<file path="src/rtl/inst_fetch_queue_pkg.sv">
// Shared types and constants for the instruction fetch front end.
package inst_fetch_queue_pkg;

    localparam int XLEN       = 32;
    localparam int INST_WIDTH = 32;

    localparam logic [XLEN-1:0] DEFAULT_RESET_PC = 32'h0000_0000;

    // IDLE: no request, WAIT: request outstanding (keep data), DROP: outstanding (discard data)
    typedef enum logic [1:0] {
        IDLE = 2'b00,
        WAIT = 2'b01,
        DROP = 2'b10
    } fetch_state_e;

    typedef struct packed {
        logic [INST_WIDTH-1:0] inst;
        logic [XLEN-1:0]       pc;
    } fetch_entry_t;

    function automatic logic [XLEN-1:0] word_align(input logic [XLEN-1:0] addr);
        return {addr[XLEN-1:2], 2'b00};
    endfunction

endpackage

</file>
<file path="src/rtl/inst_fetch_queue_flush_fifo.sv">
// In-order FIFO of fetch entries; flush has priority over push and pop.
module flush_fifo
    import inst_fetch_queue_pkg::*;
#(
    parameter int DEPTH = 4,
    localparam int PW = $clog2(DEPTH),
    localparam int CW = PW + 1
) (
    input  logic         clk_in,
    input  logic         rst_in,
    input  logic         push_in,
    input  fetch_entry_t push_entry_in,
    input  logic         pop_in,
    input  logic         flush_in,
    output fetch_entry_t head_out,
    output logic [CW-1:0] count_out
);

    fetch_entry_t  mem_q [DEPTH];
    fetch_entry_t  mem_d [DEPTH];
    logic [PW-1:0] rd_ptr_q, rd_ptr_d;
    logic [PW-1:0] wr_ptr_q, wr_ptr_d;
    logic [CW-1:0] count_q, count_d;
    logic          pop_ok;

    assign pop_ok    = pop_in && (count_q != '0);
    assign head_out  = mem_q[rd_ptr_q];
    assign count_out = count_q;

    // Next storage, pointers and occupancy; pointers wrap naturally at DEPTH.
    always_comb begin
        mem_d    = mem_q;
        rd_ptr_d = rd_ptr_q;
        wr_ptr_d = wr_ptr_q;
        count_d  = count_q;
        if (flush_in) begin
            rd_ptr_d = '0;
            wr_ptr_d = '0;
            count_d  = '0;
        end else begin
            if (push_in) begin
                mem_d[wr_ptr_q] = push_entry_in;
                wr_ptr_d        = wr_ptr_q + 1'b1;
            end
            if (pop_ok) begin
                rd_ptr_d = rd_ptr_q + 1'b1;
            end
            count_d = count_q + CW'(push_in) - CW'(pop_ok);
        end
    end

    // Register FIFO state.
    always_ff @(posedge clk_in) begin
        if (rst_in) begin
            mem_q    <= '{default: '0};
            rd_ptr_q <= '0;
            wr_ptr_q <= '0;
            count_q  <= '0;
        end else begin
            mem_q    <= mem_d;
            rd_ptr_q <= rd_ptr_d;
            wr_ptr_q <= wr_ptr_d;
            count_q  <= count_d;
        end
    end

endmodule

</file>
<file path="src/rtl/inst_fetch_queue.sv">
// Instruction fetch front end: fetch PC, single-outstanding request, redirect handling.
//
// state | meaning
// IDLE  | no fetch request outstanding
// WAIT  | request outstanding, response will be queued
// DROP  | request outstanding, response will be discarded (redirected meanwhile)
module inst_fetch_queue
    import inst_fetch_queue_pkg::*;
#(
    parameter int              QUEUE_DEPTH = 4,
    parameter logic [XLEN-1:0] RESET_PC    = DEFAULT_RESET_PC
) (
    input  logic                  clk_in,
    input  logic                  rst_in,
    input  logic                  rdy_in,
    output logic                  mem_valid,
    output logic [XLEN-1:0]       mem_addr,
    input  logic                  mem_ready,
    input  logic [INST_WIDTH-1:0] mem_data,
    input  logic                  redirect_valid,
    input  logic [XLEN-1:0]       redirect_pc,
    output logic                  out_valid,
    output logic [INST_WIDTH-1:0] out_inst,
    output logic [XLEN-1:0]       out_pc,
    input  logic                  out_ready
);

    localparam int CW = $clog2(QUEUE_DEPTH) + 1;

    fetch_state_e    state_q, state_d;
    logic [XLEN-1:0] fetch_pc_q, fetch_pc_d;
    logic [XLEN-1:0] mem_addr_q, mem_addr_d;
    logic            mem_valid_q, mem_valid_d;

    logic            fifo_push, fifo_pop, fifo_flush;
    fetch_entry_t    fifo_head;
    fetch_entry_t    push_entry;
    logic [CW-1:0]   fifo_count;
    logic [CW-1:0]   count_next;
    logic [XLEN-1:0] target_pc;
    logic            busy_after;

    assign push_entry = '{inst: mem_data, pc: mem_addr_q};

    flush_fifo #(.DEPTH(QUEUE_DEPTH)) u_fifo (
        .clk_in        (clk_in),
        .rst_in        (rst_in),
        .push_in       (fifo_push),
        .push_entry_in (push_entry),
        .pop_in        (fifo_pop),
        .flush_in      (fifo_flush),
        .head_out      (fifo_head),
        .count_out     (fifo_count)
    );

    assign out_valid = (fifo_count != '0);
    assign out_inst  = fifo_head.inst;
    assign out_pc    = fifo_head.pc;
    assign mem_valid = mem_valid_q;
    assign mem_addr  = mem_addr_q;

    // Next fetch state; issue credit is judged on the post-edge queue count.
    always_comb begin
        state_d     = state_q;
        fetch_pc_d  = fetch_pc_q;
        mem_addr_d  = mem_addr_q;
        mem_valid_d = mem_valid_q;
        fifo_push   = 1'b0;
        fifo_pop    = 1'b0;
        fifo_flush  = 1'b0;
        count_next  = fifo_count;
        target_pc   = fetch_pc_q;
        busy_after  = 1'b0;
        if (rdy_in) begin
            target_pc = redirect_valid ? word_align(redirect_pc) : fetch_pc_q;
            if (redirect_valid) begin
                fifo_flush = 1'b1;
                count_next = '0;
            end else begin
                fifo_push  = (state_q == WAIT) && mem_ready;
                fifo_pop   = out_valid && out_ready;
                count_next = fifo_count + CW'(fifo_push) - CW'(fifo_pop);
            end
            busy_after = (state_q != IDLE) && !mem_ready;
            fetch_pc_d = target_pc;
            if (busy_after) begin
                state_d = (redirect_valid || state_q == DROP) ? DROP : WAIT;
            end else if (count_next < CW'(QUEUE_DEPTH)) begin
                state_d     = WAIT;
                mem_addr_d  = target_pc;
                fetch_pc_d  = target_pc + 32'd4;
                mem_valid_d = 1'b1;
            end else begin
                state_d     = IDLE;
                mem_valid_d = 1'b0;
            end
        end
    end

    // Register FSM, fetch PC and request outputs.
    always_ff @(posedge clk_in) begin
        if (rst_in) begin
            state_q     <= IDLE;
            fetch_pc_q  <= RESET_PC;
            mem_addr_q  <= RESET_PC;
            mem_valid_q <= 1'b0;
        end else begin
            state_q     <= state_d;
            fetch_pc_q  <= fetch_pc_d;
            mem_addr_q  <= mem_addr_d;
            mem_valid_q <= mem_valid_d;
        end
    end

endmodule

</file>
<file path="config.mk">
export PLATFORM = sky130hd
export DESIGN_NAME = inst_fetch_queue
export DESIGN_NICKNAME = d
export VERILOG_FILES = /design/src/rtl/inst_fetch_queue_pkg.sv /design/src/rtl/inst_fetch_queue_flush_fifo.sv /design/src/rtl/inst_fetch_queue.sv
export SDC_FILE = /design/constraint.sdc
export NUM_CORES = 1
export LEC_CHECK = 0
export ABC_CLOCK_PERIOD_IN_PS = 3400
export BUFFER_PORTS_ARGS = -buffer_cell sky130_fd_sc_hd__buf_2
export CORE_MARGIN = 5
export CORE_UTILIZATION = 30
export DETAILED_ROUTE_END_ITERATION = 7
export RECOVER_POWER = 100
export SKIP_CTS_REPAIR_TIMING = 1
export SLEW_MARGIN = 20
export SYNTH_ARGS = -nofsm -noshare
export SYNTH_HDL_FRONTEND = slang
export SYNTH_SLANG_ARGS = --single-unit
export TNS_END_PERCENT = 1
</file>
<file path="constraint.sdc">
create_clock -name clk_in -period 3.4 [get_ports clk_in]
set_input_delay 0.68 -clock clk_in [delete_from_list [all_inputs] [get_ports clk_in]]
set_output_delay 0.68 -clock clk_in [all_outputs]
set_load 0.05 [all_outputs]
</file>
* After elaboration in Yosys (flattened, before gate mapping)
Index checks and enable logic that the tools add are counted.
** Word-level totals
- Bits in registers :: 330
- Bits of input ports :: 70
- Word-level logic and storage cells :: 66
** Operators by class
- Add/sub/neg operators :: 7
- Muxes and demuxes :: 21
- Eq/ne operators :: 2
- Bitwise logic cells :: 4
- Order comparisons :: 4
- Reductions and logical operators :: 13
** Operators by type and width (number)
- $bwmux 256 :: 1
- $mux 64 :: 3
- $bmux 64 s2 :: 1
- $demux 64 s2 :: 1
- $mux 32 :: 3
- $add 32x3->32 const B :: 1
- $mux 1 :: 8
- $add 3x1->3 :: 2
- $ge 3x3->1 const B :: 2
- $mux 3 :: 2
- $not 2->3 :: 2
- $sub 3x1->3 :: 2
- $logic_and 1x1->1 :: 5
- $add 2x1->2 const B :: 2
- $mux 2 :: 2
- $reduce_and 2->1 :: 2
- $lt 3x1->1 const B :: 1
- $lt 3x3->1 const B :: 1
- $reduce_and 3->1 :: 1
- $reduce_bool 3->1 :: 1
- $eq 2x1->1 const B :: 1
- $eq 2x2->1 const B :: 1
- $not 1->1 :: 2
- $reduce_bool 2->1 :: 1
- 3 further kinds :: 3

* Logic depth before layout (Yosys ltp)
Gate-level depths: netlist (run 1).
- Depth in word-level cells :: 9
- Mapped depth :: 15

* Hierarchy
A second synthesis (run 1) with hierarchy kept.
** Second synthesis, totals
- Cell total of the unflattened synthesis :: 1759
- Area total of the unflattened synthesis :: 15160.8 um2
** By module, submodules not included
- flush_fifo :: instances 1, cells an instance 1235, area an instance 10909.2 um2, seq. area each 5265.0 um2
- inst_fetch_queue :: instances 1, cells an instance 524, area an instance 4251.6 um2, seq. area each 1341.3 um2

* Worst setup path after synthesis (run 1)
OpenSTA, ideal clock, no wires.
- Kind :: input port to flip-flop
- Start :: input redirect_valid
- End :: register fetch_pc_q[22]
- Cell stages on the path :: 15
- Buffers on the path :: 6
- Data arrival time :: 3.386 ns
- Setup slack :: -0.077 ns
- Data required time :: 3.309 ns
- Cell sequence :: buf_4 > buf_6 > buf_6 > buf_4 > buf_2 > buf_1 > mux2i_1 > inv_1 > ha_1 > nand4_1 > o22ai_1 > nand3_1 > o31a_1 > a41o_1 > a311oi_1
** Between the ends
- Word-level cells in the longest chain between the ends :: 5
- Elaborated cells between the ends (all ways) :: 7
- Those cells by class :: add/sub (1); order compare (1); mux (5)
** Ends and longest elaborated chain
- start, declared :: line inst_fetch_queue.sv:20 : input logic redirect_valid,
- branches (longest 4 deep; another with $add 32x3->32)
- $mux 32 (*) :: line inst_fetch_queue.sv:86 : if (busy_after) begin
- end signal, assigned :: line inst_fetch_queue.sv:109 : fetch_pc_q <= fetch_pc_d;
- end, declared :: line inst_fetch_queue.sv:31 : logic [XLEN-1:0] fetch_pc_q, fetch_pc_d;
Every way passes the cells marked *. The select of a mux whose other input is x is not followed.
A chain may end at the register's enable or synchronous reset.

* Worst setup path after layout (run 1)
- Start :: register u_fifo.rd_ptr_q[1]
- End :: output out_inst[17]
** Between the ends
- Word-level cells in the longest chain between the ends :: 4
** Ends and longest elaborated chain
- start, declared :: line inst_fetch_queue_flush_fifo.sv:21 : logic [PW-1:0] rd_ptr_q, rd_ptr_d;
- start signal, assigned :: line inst_fetch_queue_flush_fifo.sv:61 : rd_ptr_q <= rd_ptr_d;
- $not 2->3 (not written as such) :: line inst_fetch_queue_flush_fifo.sv:27 : assign head_out = mem_q[rd_ptr_q];
- $bmux 64 s2 :: line inst_fetch_queue_flush_fifo.sv:27
- $mux 64 (not written as such) (2 in series) :: line inst_fetch_queue_flush_fifo.sv:27
- end, declared :: line inst_fetch_queue.sv:23 : output logic [INST_WIDTH-1:0] out_inst,
No other way between the ends. The select of a mux whose other input is x is not followed.

==> results_dict.tcl, run 1 <==
set metrics [dict create \
    grt_max_degree 133 \
    finClkSkew_ns 0.0222 \
    slew-limit-headroom 0.322 \
    grt_pass1_wl_um 74700 \
    start_util 0.303 \
    min_period_over_period 0.950 \
    die_area_um2 54000 \
    synthesis.nets 1864 \
    io_buffers 165 \
    cp_max_fo 19 \
    drv_cap 0 \
    area_delta_synth_final_pct 19.0 \
    grt_overflow 0 \
    end_kind "primary output" \
    dp_cells 2521 \
    yosysTopAreaCellShare 0.445 \
    htree_levels 2 \
    period_needed_ns 3.23 \
    rsz0062_at_grt "false" \
    power.density_nw_per_um2 504 \
    start_kind "flop" \
    antenna_found_initial 0 \
    setup_tns_ns 0 \
    p_leak_nw 5.99 \
    yosysTopAreaCell "dfxtp_1" \
    place_ws_ns 0.0194 \
    grt_pass1_vias 13100 \
    critPathSlowestCell "dfxtp_2" \
    critPathRequiredTime_ns 2.72 \
    wl_um 47900 \
    outcome "finished, final reports clean" \
    irDropWorstVdd_mv 0.277 \
    rows 81 \
    hold_path.class "in -> reg" \
    worstPathArrival_ns 2.55 \
    drc 0 \
    finalPower_mw 8.89 \
    cpPeakStageDelay_ns 0.73 \
    dp_hpwl_um 30300 \
    ios 168 \
    setup_viol_count_final 0 \
    crit_buf_inv 2 \
    ys_types 72 \
    worstPathCellList "clkbuf_2 > mux4_2 > clkbuf_2" \
    fmax_ghz 0.310 \
    synth_edf_count 0 \
    instances_no_fill 2587 \
    final_util 0.361 \
    clk_latency_ns 0.55 \
    synthesis.instances 1784 \
    die_y_um 232 \
    numCtsBuffers 39 \
    cpMostUsedCell "clkbuf_2" \
    synth_top_flop_cell "dfxtp_1" \
    synthTopCellsByArea "dfxtp_1 45%, nand2_1 14%, mux4_2 9.7%" \
    cts_buffer_depth 3 \
    synth_warnings 0 \
    fin_hold_ws_ns 0.405 \
    worstMarginPinSlew_ns 1.02 \
    root_buffer "clkbuf_16" \
    final.fill_count 5040 \
    async_flop_share 0 \
    ant_nets 0 \
    cp_top_family "flip-flops" \
    n_antenna_cell 0 \
    drt_iter0_markers 1026 \
    path_clk_slew_ns 0.06 \
    grt_usage 0.173 \
    gp_congestion 0.836 \
    postSynthAreaPerCell_um2 8.32 \
    worst_slack_ns 0.170 \
    via_per_inst 5.20 \
    cts_tree "built" \
    synth.cell_area_um2 14800 \
    drive_above_1_share 0.162 \
    coreArea_um2 49000 \
    synth-seq-area-share 0.445 \
    ys_ff_latch 330 \
    dr.pass1.iters 5 \
    slew_viol_final 0 \
    hold_violations 0 \
    stdcell_area_um2 17700 \
    fin_nets 1979 \
    die_w_um 232 \
    dpl_cell_area_um2 16500 \
    numClockSinks 330 \
    vias 13500 \
    wire_per_inst_um 18.5 \
    criticalPathCategory "reg -> out" \
]
-- Yosys cell counts, types with 3 or more instances --
cell type  number
nand2_1       564
dfxtp_1       330
a21oi_1       278
clkbuf_1       90
mux4_2         64
nor2_1         60
buf_1          29
a211oi_1       28
o21ai_0        27
mux2i_1        26
nand3_1        26
nor3_1         23
inv_1          20
and3_1         19
a31oi_1        15
buf_2          15
nand4_1        10
xnor2_1        10
and2_1          9
ha_1            9
nor2b_1         9
nor4_1          8
o22ai_1         8
or4_1           8
or3_1           7
a311oi_1        5
o211ai_1        5
xor2_1          5
mux2_2          4
nand2b_1        4
nand3b_1        4
nand4b_1        4
a221oi_1        3
o31a_1          3
or2_2           3
-- flip-flops by register name, indices dropped and copies added, names as in the netlist --
register / count
u_fifo.count_out: 3
state_q: 2
mem_valid: 1
u_fifo.mem_q: 256
u_fifo.wr_ptr_q: 2
mem_addr: 32
u_fifo.rd_ptr_q: 2
fetch_pc_q: 32
-- metal layers --
metal	part of all wire	vias up	global-route usage	routed length (um)
met5	0	-	0	0
li1	-	6428	-	-
met3	0.077	74	0.0349	3710
met1	0.43	6463	0.236	20800
met2	0.47	486	0.280	22400
met4	0.022	0	0.0515	1050
-- power breakdown --
group          switching, mW  internal (mW)
Sequential             0.117           3.94
Combinational          0.498          0.195
Clock                   1.64           2.50
Total                   2.26           6.63
-- cells by family after synthesis --
| kind of cell | share of synthesized area |
|---|---|
| compound gates | 0.156 |
| buf+inv | 0.0427 |
| mux | 0.118 |
| xor+xnor | 0.00995 |
| simple gates | 0.220 |
| flops | 0.445 |
| fa+ha+maj | 0.00894 |
-- cell usage in the layout (no fill, tap or decap), types with 5 or more instances in the layout --
master,instances
nand2_1,561
dfxtp_1,328
a21oi_1,278
buf_2,76
mux4_2,64
nor2_1,60
clkbuf_2,53
clkbuf_1,52
clkbuf_16,39
a211oi_1,28
o21ai_0,27
mux2i_1,26
nand3_1,26
nor3_1,24
buf_4,22
inv_1,20
and3_1,19
a31oi_1,15
buf_12,13
xnor2_1,10
nand4_1,10
nor2b_1,9
ha_1,9
or4_1,8
nor4_1,8
clkbuf_8,8
or3_1,7
o22ai_1,7
o211ai_1,5
xor2_1,5
a311oi_1,5
-- worst paths after layout --
kind	from	end	slack [ns]	cells past startpoint
max	u_fifo.rd_ptr_q[1]$_SDFFE_PP0P_	out_inst[17]	0.17	3
min	mem_data[24]	u_fifo.mem_q[184]$_SDFFE_PP0P_	0.41	3
max reg2reg	u_fifo.count_out[0]$_SDFF_PP0_	fetch_pc_q[15]$_SDFFE_PP0P_	0.19	12
min reg2reg	u_fifo.mem_q[154]$_SDFFE_PP0P_	u_fifo.mem_q[154]$_SDFFE_PP0P_	0.45	2
-- layout make-up --
class,instances,area [um^2],share of cell area
timing repair buffer,212,1270,0.0721
multi-input combinational,1296,7620,0.431
sequential,330,6610,0.374
tap,664,831,0.0471
clock inverter,10,136,0.00772
inverter,20,75.1,0.00425
clock buffer,55,1120,0.0632
-- worst reg2reg max path, delay by kind of cell, from the launching register on --
| kind | cells | cell delay, ns |
|---|---|---|
| simple gates | 5 | 1.13 |
| compound gates | 2 | 0.63 |
| fa+ha+maj | 2 | 0.39 |
| mux | 1 | 0.34 |
| buf+inv | 2 | 0.33 |
| flops | 1 | 0.30 |
Note: power is estimated with default switching activity, not from simulation.
==> inputs of run 2 (changes only) <==
--- a/config.mk
+++ b/config.mk
@@ -7,6 +7,7 @@
 export LEC_CHECK = 0
 export ABC_CLOCK_PERIOD_IN_PS = 3400
 export BUFFER_PORTS_ARGS = -buffer_cell sky130_fd_sc_hd__buf_2
+export CAP_MARGIN = 20
 export CORE_MARGIN = 5
 export CORE_UTILIZATION = 30
 export DETAILED_ROUTE_END_ITERATION = 7
==> constraint.sdc (replaced) <==
create_clock -name clk_in -period 3.4 [get_ports clk_in]
set_input_delay 0.68 -clock clk_in [delete_from_list [all_inputs] [get_ports clk_in]]
set_output_delay 0.68 -clock clk_in [all_outputs]
set_load 0.02 [all_outputs]
==> run 2 against run 1 <==
- critical endpoint is now fetch_pc_q[19]$_SDFFE_PP0P_
- die area unchanged
- highest routed layer unchanged
- critical path depth increased by 9
- via count is 0.83% lower
- critical path type is now reg -> reg
- clock-buffer cell count grew 1
- total power decreased by 0.81%
- sequential cell count unchanged
- maximum frequency fell by 0.32%
- largest power group unchanged
- first-iteration DRC count rose by 0.88%
==> results_dict.tcl, run 2 (synthesis results as in run 1) <==
set metrics [dict create \
    drc 0 \
    start_util 0.303 \
    final_util 0.360 \
    wl_um 47600 \
    drv_cap 0 \
    layout.cells.most_common_list "562 x nand2_1, 328 x dfxtp_1, 278 x a21oi_1" \
    grt_max_degree 155 \
    wire_per_inst_um 18.4 \
    drt_iter0_markers 1035 \
    largest_reg_flops 256 \
    irDropWorstVdd_mv 0.278 \
    final_common_cell "nand2_1" \
    finClkSkew_ns 0.0169 \
    min_period_over_period 0.953 \
    setup_tns_ns 0 \
    worstPathArrival_ns 3.71 \
    die_y_um 232 \
    grt_usage 0.170 \
    slew_viol_final 0 \
    period_needed_ns 3.24 \
    critPathRequiredTime_ns 3.87 \
    area_delta_synth_final_pct 18.9 \
    vias 13300 \
    hold_path.class "in -> reg" \
    rsz0062_at_grt "false" \
    power_frac_seq 0.459 \
    worstMarginPinSlew_ns 1.15 \
    via_per_inst 5.15 \
    wl_met2_um 22100 \
    start_kind "flop" \
    p_sw_mw 2.20 \
    cts_tree "built" \
    dr.pass1.iters 5 \
    root_buffer "clkbuf_16" \
    grt_pass1_wl_um 73600 \
    p_leak_nw 5.82 \
    gp_congestion 0.827 \
    hold_violations 0 \
    fmax_ghz 0.309 \
    numCtsBuffers 39 \
    htree_levels 2 \
    largest-register "u_fifo.mem_q" \
    slew-limit-headroom 0.234 \
    dpl_cell_area_um2 16500 \
    drive_above_1_share 0.134 \
    grt_overflow 0 \
    fin_hold_ws_ns 0.392 \
    finalPower_mw 8.82 \
    highest_layer "met4" \
    ios 168 \
    wl_met3_um 3380 \
    coreArea_um2 49000 \
    rows 81 \
    cts_buffer_depth 3 \
    setup_viol_count_final 0 \
    outcome "finished, final reports clean" \
    antenna_found_initial 1 \
    ant_nets 0 \
    met1Wirelength_um 21100 \
    dp_hpwl_um 30100 \
    cp_max_fo 20 \
    io_buffers 165 \
    die_w_um 232 \
    die_area_um2 54000 \
    swShare 0.249 \
    end_kind "flop" \
    clk_latency_ns 0.56 \
    path_clk_slew_ns 0.06 \
    pwr-share-clk 0.473 \
    stdcell_area_um2 17600 \
    fin_nets 1979 \
    grt_pass1_vias 12800 \
    internal_power_mw 6.62 \
    power.density_nw_per_um2 500 \
    criticalPathCategory "reg -> reg" \
    numClockSinks 330 \
    comb_power_share 0.068 \
]
[run 2: changes by cell type in the layout (fill, tap and decap cells not counted), moves of 2 or more]
cell      previous run  this run
buf_12              13        15
buf_2               76        71
clkbuf_1            52       108
clkbuf_2            53         5
clkbuf_4             3         1
clkbuf_8             8         4
[run 2: metal layers]
layer | GRT usage | up-vias
li1 | - | 6409
met1 | 0.235 | 6408
met2 | 0.273 | 458
met3 | 0.0293 | 65
met4 | 0.0510 | 0
met5 | 0 | -
[run 2: final timing paths]
| check | from | cells past startpoint | to | slack (ns) |
|---|---|---|---|---|
| max | u_fifo.count_out[0]$_SDFF_PP0_ | 12 | fetch_pc_q[19]$_SDFFE_PP0P_ | 0.16 |
| min | mem_data[16] | 3 | u_fifo.mem_q[48]$_SDFFE_PP0P_ | 0.39 |
| max reg2reg | u_fifo.count_out[0]$_SDFF_PP0_ | 12 | fetch_pc_q[19]$_SDFFE_PP0P_ | 0.16 |
| min reg2reg | u_fifo.mem_q[44]$_SDFFE_PP0P_ | 2 | u_fifo.mem_q[44]$_SDFFE_PP0P_ | 0.45 |
[run 2: power by group through the flow]
| stage | Combinational, mW | Clock, mW | Sequential [mW] |
|---|---|---|---|
| 5_1_grt | 0.650 | 4.45 | 4.06 |
| 3_3_place_gp | 0.596 | 0 | 4.13 |
| 6_report | 0.598 | 4.17 | 4.05 |
| 4_1_cts | 0.609 | 4.29 | 4.04 |
| 3_5_place_dp | 0.607 | 0 | 4.13 |
| 2_1_floorplan | 0.324 | 0 | 4.13 |
[run 2: cell type report]
cell class / count / area [um^2]
Inverter: 20 / 75.1
Timing Repair Buffer: 212 / 1240
Fill cell: 5083 / 31300
Clock buffer: 56 / 1100
Tap cell: 664 / 831
Clock inverter: 13 / 170
Sequential cell: 330 / 6610
Multi-Input combinational cell: 1296 / 7610
Antenna cell: 1 / 2.50
[run 2: worst max-delay path, cell delays in order, from the launching register on]
cell      delay, ns
dfxtp_1        0.30
or3_1          0.41
and2_1         0.20
ha_1           0.18
inv_1          0.05
ha_1           0.10
nor2b_1        0.21
a2111o_1       0.22
nand3_2        0.23
buf_4          0.29
or3_1          0.41
or3_1          0.33
a41oi_1        0.23
[run 2: through the flow]
| stage | setup WS (ns) | instances |
|---|---|---|
| final | 0.160 | 2592 |
| after global routing | 0.0111 | 2591 |
| after global placement | 0.0488 | 2521 |
| after CTS | 0.118 | 2590 |
| after floorplan | 0.0311 | 1784 |
| after detailed placement | 0.00368 | 2521 |
